### config.mk
export PLATFORM = sky130hd
export DESIGN_NAME = fetch_ctrl
export DESIGN_NICKNAME = d
export VERILOG_FILES = /design/src/rtl/fetch_ctrl_pkg.sv /design/src/rtl/fetch_ctrl_inst_byte_buf.sv /design/src/rtl/fetch_ctrl.sv
export SDC_FILE = /design/constraint.sdc
export NUM_CORES = 1
export LEC_CHECK = 0
export CAP_MARGIN = 20
export CORE_ASPECT_RATIO = 0.9
export CORE_MARGIN = 2
export CORE_UTILIZATION = 28
export CTS_BUF_LIST = sky130_fd_sc_hd__clkbuf_4
export DETAILED_ROUTE_END_ITERATION = 10
export HOLD_SLACK_MARGIN = 0.02
export PLACE_DENSITY = 0.5
export SYNTH_ARGS = -nofsm -noshare
export SYNTH_HDL_FRONTEND = slang
export SYNTH_SLANG_ARGS = --single-unit
export TNS_END_PERCENT = 5
### constraint.sdc
create_clock -name clock -period 13.6 [get_ports clock]
set_clock_uncertainty 0.2 [all_clocks]
set_input_delay 1.36 -clock clock [delete_from_list [all_inputs] [get_ports clock]]
set_output_delay 1.36 -clock clock [all_outputs]
set_load 0.05 [all_outputs]
### src/rtl/fetch_ctrl_pkg.sv
// Shared types and state encodings for the instruction-fetch sequencer.
// Latency: n/a (declarations only).
// Backpressure: n/a (declarations only).
package fetch_ctrl_pkg;

  // Number of byte reads that make up one instruction word.
  localparam int INST_BYTES = 4;

  // FSM encodings (2-bit, legacy-compatible constants).
  localparam logic [1:0] FETCH_REQ  = 2'd0;
  localparam logic [1:0] FETCH_WAIT = 2'd1;
  localparam logic [1:0] FETCH_HOLD = 2'd2;

  typedef logic [31:0] inst_t;
  typedef logic [7:0]  byte_t;
  typedef logic [1:0]  byte_idx_t;

endpackage

### src/rtl/fetch_ctrl_inst_byte_buf.sv
// Little-endian 4-byte assembly register for one instruction word.
// Latency: a write lands in the register on the next edge; word_nxt shows it this cycle.
// Backpressure: none; writes are accepted every cycle wr_en is high.
module inst_byte_buf
  import fetch_ctrl_pkg::*;
(
  input  logic      clock,
  input  logic      reset,
  input  logic      clear,
  input  logic      wr_en,
  input  byte_idx_t wr_idx,
  input  byte_t     wr_data,
  output inst_t     word_nxt
);

  inst_t word;

  // Merge the pending byte into its lane; clear wins over a write.
  always_comb begin
    word_nxt = word;
    if (clear) begin
      word_nxt = '0;
    end else if (wr_en) begin
      word_nxt[{wr_idx, 3'b000} +: 8] = wr_data;
    end
  end

  // Hold the partially assembled word between byte reads.
  always_ff @(posedge clock) begin
    if (reset) begin
      word <= '0;
    end else begin
      word <= word_nxt;
    end
  end

endmodule

### src/rtl/fetch_ctrl.sv
// Instruction-fetch sequencer: owns the PC, issues four byte reads, presents a 32-bit word.
// Latency: 2 cycles per byte best case, word valid on the 9th cycle after the first request.
// Backpressure: inst_ready_i low holds the word and all outputs; no reads issue while held.
module fetch_ctrl
  import fetch_ctrl_pkg::*;
#(
  parameter int                    ADDR_WIDTH = 32,
  parameter logic [ADDR_WIDTH-1:0] RESET_PC   = '0
) (
  input  logic                  clock,
  input  logic                  reset,
  output logic                  mem_req_o,
  output logic [ADDR_WIDTH-1:0] mem_addr_o,
  input  logic                  mem_gnt_i,
  input  logic                  mem_rvalid_i,
  input  logic [7:0]            mem_data_i,
  input  logic                  jump_i,
  input  logic [ADDR_WIDTH-1:0] jump_addr_i,
  output logic                  inst_valid_o,
  output logic [31:0]           inst_o,
  output logic [ADDR_WIDTH-1:0] inst_pc_o,
  input  logic                  inst_ready_i
);

  logic [1:0]            state, state_n;
  logic [ADDR_WIDTH-1:0] pc, pc_n;
  byte_idx_t             byte_cnt, cnt_n;
  logic                  flush, flush_n;
  logic                  buf_we, buf_clr;
  inst_t                 buf_word_nxt;

  logic                  granted;
  logic [ADDR_WIDTH-1:0] jump_pc;
  logic [ADDR_WIDTH-1:0] pc_plus4;
  logic [ADDR_WIDTH-1:0] addr_n;
  logic                  unused_jump_lsb;

  // A grant only counts while the registered request is actually up.
  assign granted  = mem_req_o & mem_gnt_i;
  // Redirect targets are word aligned; the low two bits are deliberately dropped.
  assign jump_pc  = {jump_addr_i[ADDR_WIDTH-1:2], 2'b00};
  assign unused_jump_lsb = ^jump_addr_i[1:0];
  assign pc_plus4 = pc + ADDR_WIDTH'(4);
  assign addr_n   = pc_n + {{(ADDR_WIDTH-2){1'b0}}, cnt_n};

  inst_byte_buf u_buf (
    .clock    (clock),
    .reset    (reset),
    .clear    (buf_clr),
    .wr_en    (buf_we),
    .wr_idx   (byte_cnt),
    .wr_data  (mem_data_i),
    .word_nxt (buf_word_nxt)
  );

  // Next-state logic: jump redirects take priority over the normal byte sequence.
  always_comb begin
    state_n = state;
    pc_n    = pc;
    cnt_n   = byte_cnt;
    flush_n = flush;
    buf_we  = 1'b0;
    buf_clr = 1'b0;

    if (jump_i) begin
      pc_n    = jump_pc;
      cnt_n   = '0;
      buf_clr = 1'b1;
      flush_n = 1'b0;
      state_n = FETCH_REQ;
      case (state)
        FETCH_REQ: begin
          // Grant in the jump cycle leaves a read in flight on the old address.
          if (granted) begin
            flush_n = 1'b1;
            state_n = FETCH_WAIT;
          end
        end
        FETCH_WAIT: begin
          // Data arriving now is simply dropped; otherwise squash the next return.
          if (!mem_rvalid_i) begin
            flush_n = 1'b1;
            state_n = FETCH_WAIT;
          end
        end
        default: ;
      endcase
    end else begin
      case (state)
        FETCH_REQ: begin
          if (granted) begin
            state_n = FETCH_WAIT;
          end
        end
        FETCH_WAIT: begin
          if (mem_rvalid_i) begin
            if (flush) begin
              flush_n = 1'b0;
              state_n = FETCH_REQ;
            end else begin
              buf_we = 1'b1;
              if (byte_cnt == byte_idx_t'(INST_BYTES - 1)) begin
                cnt_n   = '0;
                state_n = FETCH_HOLD;
              end else begin
                cnt_n   = byte_cnt + 2'd1;
                state_n = FETCH_REQ;
              end
            end
          end
        end
        FETCH_HOLD: begin
          if (inst_ready_i) begin
            pc_n    = pc_plus4;
            state_n = FETCH_REQ;
          end
        end
        default: begin
          state_n = FETCH_REQ;
        end
      endcase
    end
  end

  // State and registered outputs, all derived from the next state so they line up.
  always_ff @(posedge clock) begin
    if (reset) begin
      state        <= FETCH_REQ;
      pc           <= RESET_PC;
      byte_cnt     <= '0;
      flush        <= 1'b0;
      mem_req_o    <= 1'b0;
      mem_addr_o   <= '0;
      inst_valid_o <= 1'b0;
      inst_o       <= '0;
      inst_pc_o    <= '0;
    end else begin
      state        <= state_n;
      pc           <= pc_n;
      byte_cnt     <= cnt_n;
      flush        <= flush_n;
      mem_req_o    <= (state_n == FETCH_REQ);
      mem_addr_o   <= addr_n;
      inst_valid_o <= (state_n == FETCH_HOLD);
      // Capture the word once on entry to HOLD so a stall keeps it frozen.
      if (state_n == FETCH_HOLD && state != FETCH_HOLD) begin
        inst_o    <= buf_word_nxt;
        inst_pc_o <= pc_n;
      end
    end
  end

endmodule

; Yosys cells after proc, flatten, opt, wreduce, memory -nomap -nowiden
; Cells that the tools add are included.
[classes]
n_mux = 32
eq_ne = 5
add_sub_neg = 4
bitwise_logic = 1
shifts = 2
reduce_logical = 6
[ops]
columns = cell, count
row1 = 32-bit 2-to-1 mux, 5
row2 = 32-bit by 2-bit adder with 32-bit output, 1
row3 = "32-bit by 3-bit adder with 32-bit output, second input constant", 1
row4 = 32-bit bitwise mux, 1
row5 = "8-bit by 7-bit variable shift with 32-bit output, first input constant", 1
row6 = 8-bit by 7-bit variable part select with 32-bit output, 1
row7 = 2-bit 2-to-1 mux, 11
row8 = 1-bit 2-to-1 mux, 12
row9 = 5-bit negator with 7-bit output, 1
row10 = "2-bit == test, second input constant", 3
row11 = 2-bit case mux with 3 select lines, 1
row12 = 2-bit zero test, 2
row13 = 1-bit case mux with 2 select lines, 2
row14 = 2-bit nonzero test, 2
row15 = "2-bit by 1-bit adder with 2-bit output, second input constant", 1
row16 = "2-bit by 1-bit == test with 1-bit output, second input constant", 1
row17 = "2-bit inequality test, second input constant", 1
row18 = 2-bit AND reduction, 1
row19 = 1-bit bitwise AND, 1
row20 = 1-bit logical AND, 1
[word_totals]
inputBits = 46
output_inout_bits = 98
wordCells = 60
regBits = 167

; Depth between registers and ports, before layout
[depth]
depth_word = 8
mapped_depth = 17
mapped_depth_nobuf = 12

; Modules after synthesis
; A second synthesis with hierarchy kept.
[hier_totals]
hier_cells = 935
area_unflattened_um2 = 7622.3
[modules_own_cells]
columns = mod, cells_each, n_inst, area_per_inst_um2
row1 = fetch_ctrl, 758, 1, 6112.1
row2 = inst_byte_buf, 177, 1, 1510.2

; Least setup slack after synthesis
; OpenSTA, ideal clock, no wires.
[synth_path]
kind = input to register
from = input jump_i
to = register mem_addr_o[26]
n_path_buf = 8
cell_stages = 17
path_slack_ps = 7855
t_arrival_ps = 5475
setup_ps = 70
t_required_ps = 13330
cell_sequence = clkbuf_1 > clkbuf_1 > clkbuf_1 > clkbuf_1 > clkbuf_1 > buf_1 > buf_1 > nor2_1 > ha_1 > inv_1 > fa_1 > or3_1 > or4_1 > buf_2 > or4_4 > or3_1 > a21oi_1
[synth_between]
elab_chain_cells = 2
[synth_lines]
columns = item, line_no
row1 = "start, declared", fetch_ctrl.sv:17  ; input logic jump_i,
row2 = 2-bit 2-to-1 mux, fetch_ctrl.sv:65  ; if (jump_i) begin
row3 = named net cnt_n[0], fetch_ctrl.sv:27  ; byte_idx_t byte_cnt, cnt_n;
row4 = 32-bit by 2-bit adder with 32-bit output, fetch_ctrl.sv:44  ; assign addr_n = pc_n + {{(ADDR_WIDTH-2){1'b0}}, cnt_n};
row5 = "end signal, assigned", fetch_ctrl.sv:143  ; mem_addr_o <= addr_n;
row6 = "end, declared", fetch_ctrl.sv:13  ; output logic [ADDR_WIDTH-1:0] mem_addr_o,
; The timed path passes the listed nets, and every way through them passes these cells.
; A chain may end at the register's enable or synchronous reset.

; Worst setup path after layout
[layout_path]
from = input jump_i
to = register mem_addr_o[26]
[layout_between]
elab_chain_cells = 2
[layout_lines]
columns = item, line_no
row1 = 32-bit 2-to-1 mux, fetch_ctrl.sv:65
row2 = named net pc_n[0], fetch_ctrl.sv:26  ; logic [ADDR_WIDTH-1:0] pc, pc_n;
row3 = 32-bit by 2-bit adder with 32-bit output, fetch_ctrl.sv:44
; The timed path passes the listed nets, and every way through them passes these cells.

==> metrics.md <==
| Metric | Value |
|---|---|
| Status | completed |
| Total Die Area | 27,000 sq um |
| Synth Flop Type | sky130_fd_sc_hd__dfxtp_1 |
| EDFF count, synth | 0 |
| Hold EP | inst_pc_o[13]$_SDFFE_PP0P_ |
| Library cell occupying the most area in the post-synthesis netlist | sky130_fd_sc_hd__dfxtp_1 |
| Depth of the worst register-to-register path | 10 |
| Worst reg2reg endpoint | mem_addr_o[26]$_SDFF_PP0_ |
| Power consumption | 0.922 mW |
| Die height | 156 um |
| RSZ-0062 raised after global routing | no |
| Setup CP Type | in -> reg |
| HPWL Detailed | 14,100 um |
| PostCTS Resize Cnt | 0 |
| Crit path required time | 13.89 ns |
| Clock input transition at the sequential cells of the worst setup and hold paths | 0.15 ns |
| Accumulated negative setup slack | 0 ns |
| Slack of the worst reg-to-reg path | 9.13 ns |
| Syn-to-layout area delta | 27.1% |
| Total vias in the final route | 6,309 |
| Total number of nets in the final design | 1,022 |
| Via-per-instance ratio | 4.78 |
| Skew-Pair Late Insertion Delay | 0.55 ns |
| Root buffer selected by CTS | sky130_fd_sc_hd__clkbuf_4 |
| Worst min-delay path startpoint | inst_pc_o[13]$_SDFFE_PP0P_ |
| DRC | 0 |
| Max Cap Viol | 0 |
| Post-Syn Area per Cell | 8.40 sq um |
| Total CTS buffers | 17 |
| Via count of the first global-routing pass | 5,959 |
| Routed wire length | 20,300 um |
| Total setup violations reported at the end of the flow | 0 |
| Largest buffer count on any clock path | 2 |
| Hold path depth | 2 |
| Syn Std Cell Area | 7200 sq um |
| Cells taking the most area after synthesis | sky130_fd_sc_hd__dfxtp_1 46%, sky130_fd_sc_hd__nor2_1 9.4%, sky130_fd_sc_hd__a21oi_1 5.2%, sky130_fd_sc_hd__nor3_1 2.8%, sky130_fd_sc_hd__xor2_1 2.6% |
| 1st-pass router iterations | 4 |
| Number of flip-flops and latches in the synthesized netlist | 167 |
| Cell Rows | 55 |
| Number of H-tree branching levels | 4 |
| Post-route antenna net violation count | 0 |
| Synth async-reset ratio | 0 |
| I/O pin count | 144 |
| Ratio of total power to cell area | 101 nW/um^2 |
| Most common cell after layout, fill and taps aside | sky130_fd_sc_hd__nor2_1 |
| GRT Overall Usage | 0.152 |
| Starting DRT DRC Count | 386 |
| Start of the worst register-to-register path | byte_cnt[0]$_SDFF_PP0_ |
| Max FO, Critical Path | 43 |
| Share of final-layout standard cells stronger than drive strength 1 | 0.0573 |
| CTS hold repair buffers | 0 |
| First-pass GRT wire length | 32,700 um |
| CP Data Arrival Time | 5.66 ns |
| Worst vdd ir | 52.0 uV |
| Number of pins exceeding their max-slew limit in the final report | 0 |
| Warnings from Yosys | 0 |
| Least-Margin Pin Slew | 1.10 ns |
| Clock period minus final worst setup slack | 5.38 ns |
| Port Buf Inserts | 141 |
| Antenna violations before repair | 1 |
| Post-Synthesis Cells | 857 |
| Area share of the largest cell type after synthesis | 0.464 |
| DR WL/cell | 15.4 um |
| Initial core utilization | 0.286 |
| Leak | 3.32 nW |
| Classification of the worst-slack hold path | reg -> reg |
| Distinct cell type count of the synthesized netlist | 58 |
| Total clock sinks | 167 |
| Global placement routability congestion | 0.758 |
| Clock tree from TritonCTS | yes |
| Post-Synthesis Net Count | 913 |
| Core area | 25,200 sq um |
| Sequential element share of the synthesized area | 0.464 |
| GRT Residual Overflow | 0 |
| Share of the cycle needed by the critical path after routing | 0.395 |
| Final hold viol count | 0 |
| Relative max-transition margin | 0.262 |
| Floorplan die width | 173 um |
| Post-CTS Setup Bufs | 0 |
| Sort of element at the start of the critical path | input port |
| Achievable frequency | 186 MHz |
| Largest net degree at the start of global routing | 97 |
| Crit path capture type | flop |
| Most used cells in the layout excluding fill and tap cells | 181 x sky130_fd_sc_hd__nor2_1, 167 x sky130_fd_sc_hd__dfxtp_1, 139 x sky130_fd_sc_hd__clkdlybuf4s50_1 |
worst max-delay path, stage by stage:
cell	delay (ns)
sky130_fd_sc_hd__buf_2	0.34
sky130_fd_sc_hd__clkinv_1	0.41
sky130_fd_sc_hd__buf_4	0.35
sky130_fd_sc_hd__nand2_1	0.13
sky130_fd_sc_hd__inv_1	0.08
sky130_fd_sc_hd__ha_1	0.16
sky130_fd_sc_hd__inv_1	0.06
sky130_fd_sc_hd__fa_1	0.41
sky130_fd_sc_hd__or3_1	0.49
sky130_fd_sc_hd__or4_1	0.74
sky130_fd_sc_hd__or4_4	0.59
sky130_fd_sc_hd__or3_1	0.33
sky130_fd_sc_hd__a21oi_1	0.17
state kept, by name, summed over array words and instances (netlist names):
register      flops
inst_valid_o      1
byte_cnt          2
mem_req_o         1
inst_pc_o        32
mem_addr_o       32
pc               32
flush             1
state             2
inst_o           32
u_buf.word       32
per-stage QoR:
step / setup WS [ns] / instance area [sq um] / util / cells / hold WS [ns]
floorplan: 7.85 / 7200 / - / 857 / 0.247
global placement: 7.65 / 8870 / 0.352 / 1289 / 0.247
detailed placement: 7.61 / 8870 / 0.352 / 1289 / 0.250
CTS: 8.25 / 9150 / 0.363 / 1319 / 0.269
global route: 7.93 / 9150 / 0.363 / 1320 / 0.300
finish: 8.22 / 9150 / 0.363 / 1320 / 0.269
where the power goes:
group	internal (mW)	total [mW]	switching (mW)	leakage (nW)
combinational	0.0398	0.108	0.0681	1.82
sequential	0.502	0.511	0.00962	1.36
clock	0.125	0.302	0.177	0.145
total	0.667	0.922	0.255	3.32
Yosys cell counts (all sizes together) (4+ instances only):
cell    number
xnor2       10
nand4       14
and3        29
o21ai       12
a211oi      21
o31a         6
buf         11
clkbuf      46
inv         11
mux2         4
a31oi       20
and2         5
or2          4
nand2b      13
nand3       14
nor4        19
ha           9
a21o         5
o31ai       11
nor3b       13
mux2i       10
dfxtp      167
nor3        40
a21oi       75
nand2       34
nor2       181
nor2b        8
or4          6
xor2        21
or3         10
routing by layer:
layer  global-route usage  vias up  wire length (um)
li1                     -     3232                 -
met1                0.224     2941             10700
met2                0.222      129              8540
met3               0.0380        7              1030
met4               0.0347        0               112
met5                    0        -                 0
worst max-delay path by stage:
stage,start,to,slack [ns],depth (start not counted)
floorplan,jump_i,mem_addr_o[26]$_SDFF_PP0_,7.85,17
global placement,jump_i,mem_addr_o[26]$_SDFF_PP0_,7.65,13
detailed placement,jump_i,mem_addr_o[26]$_SDFF_PP0_,7.61,13
CTS,jump_i,mem_addr_o[26]$_SDFF_PP0_,8.25,13
global route,jump_i,mem_addr_o[31]$_SDFF_PP0_,7.93,12
finish,jump_i,mem_addr_o[26]$_SDFF_PP0_,8.22,13
logic make-up (layout without fill, tap and decap cells):
family,Yosys count,count (layout),synth area share
AO/OA/AOI/OAI,164,164,0.141
multiplexers,14,14,0.0202
buffers and inverters,69,189,0.0365
AND/OR/NAND/NOR,402,402,0.282
flip-flops,167,167,0.464
adder cells (fa/ha/maj),10,10,0.0184
other,0,1,0
XOR/XNOR,31,31,0.0377
final cells by class:
type	instances	area [sq um]
tap	342	428
timing repair buffer	147	1450
fill	2690	16000
clock inverter	13	156
antenna	1	2.50
inverter	12	45.0
clock buffer	17	128
multi-input combinational	621	3600
sequential	167	3340
Note: power is estimated with default switching activity, not from simulation.
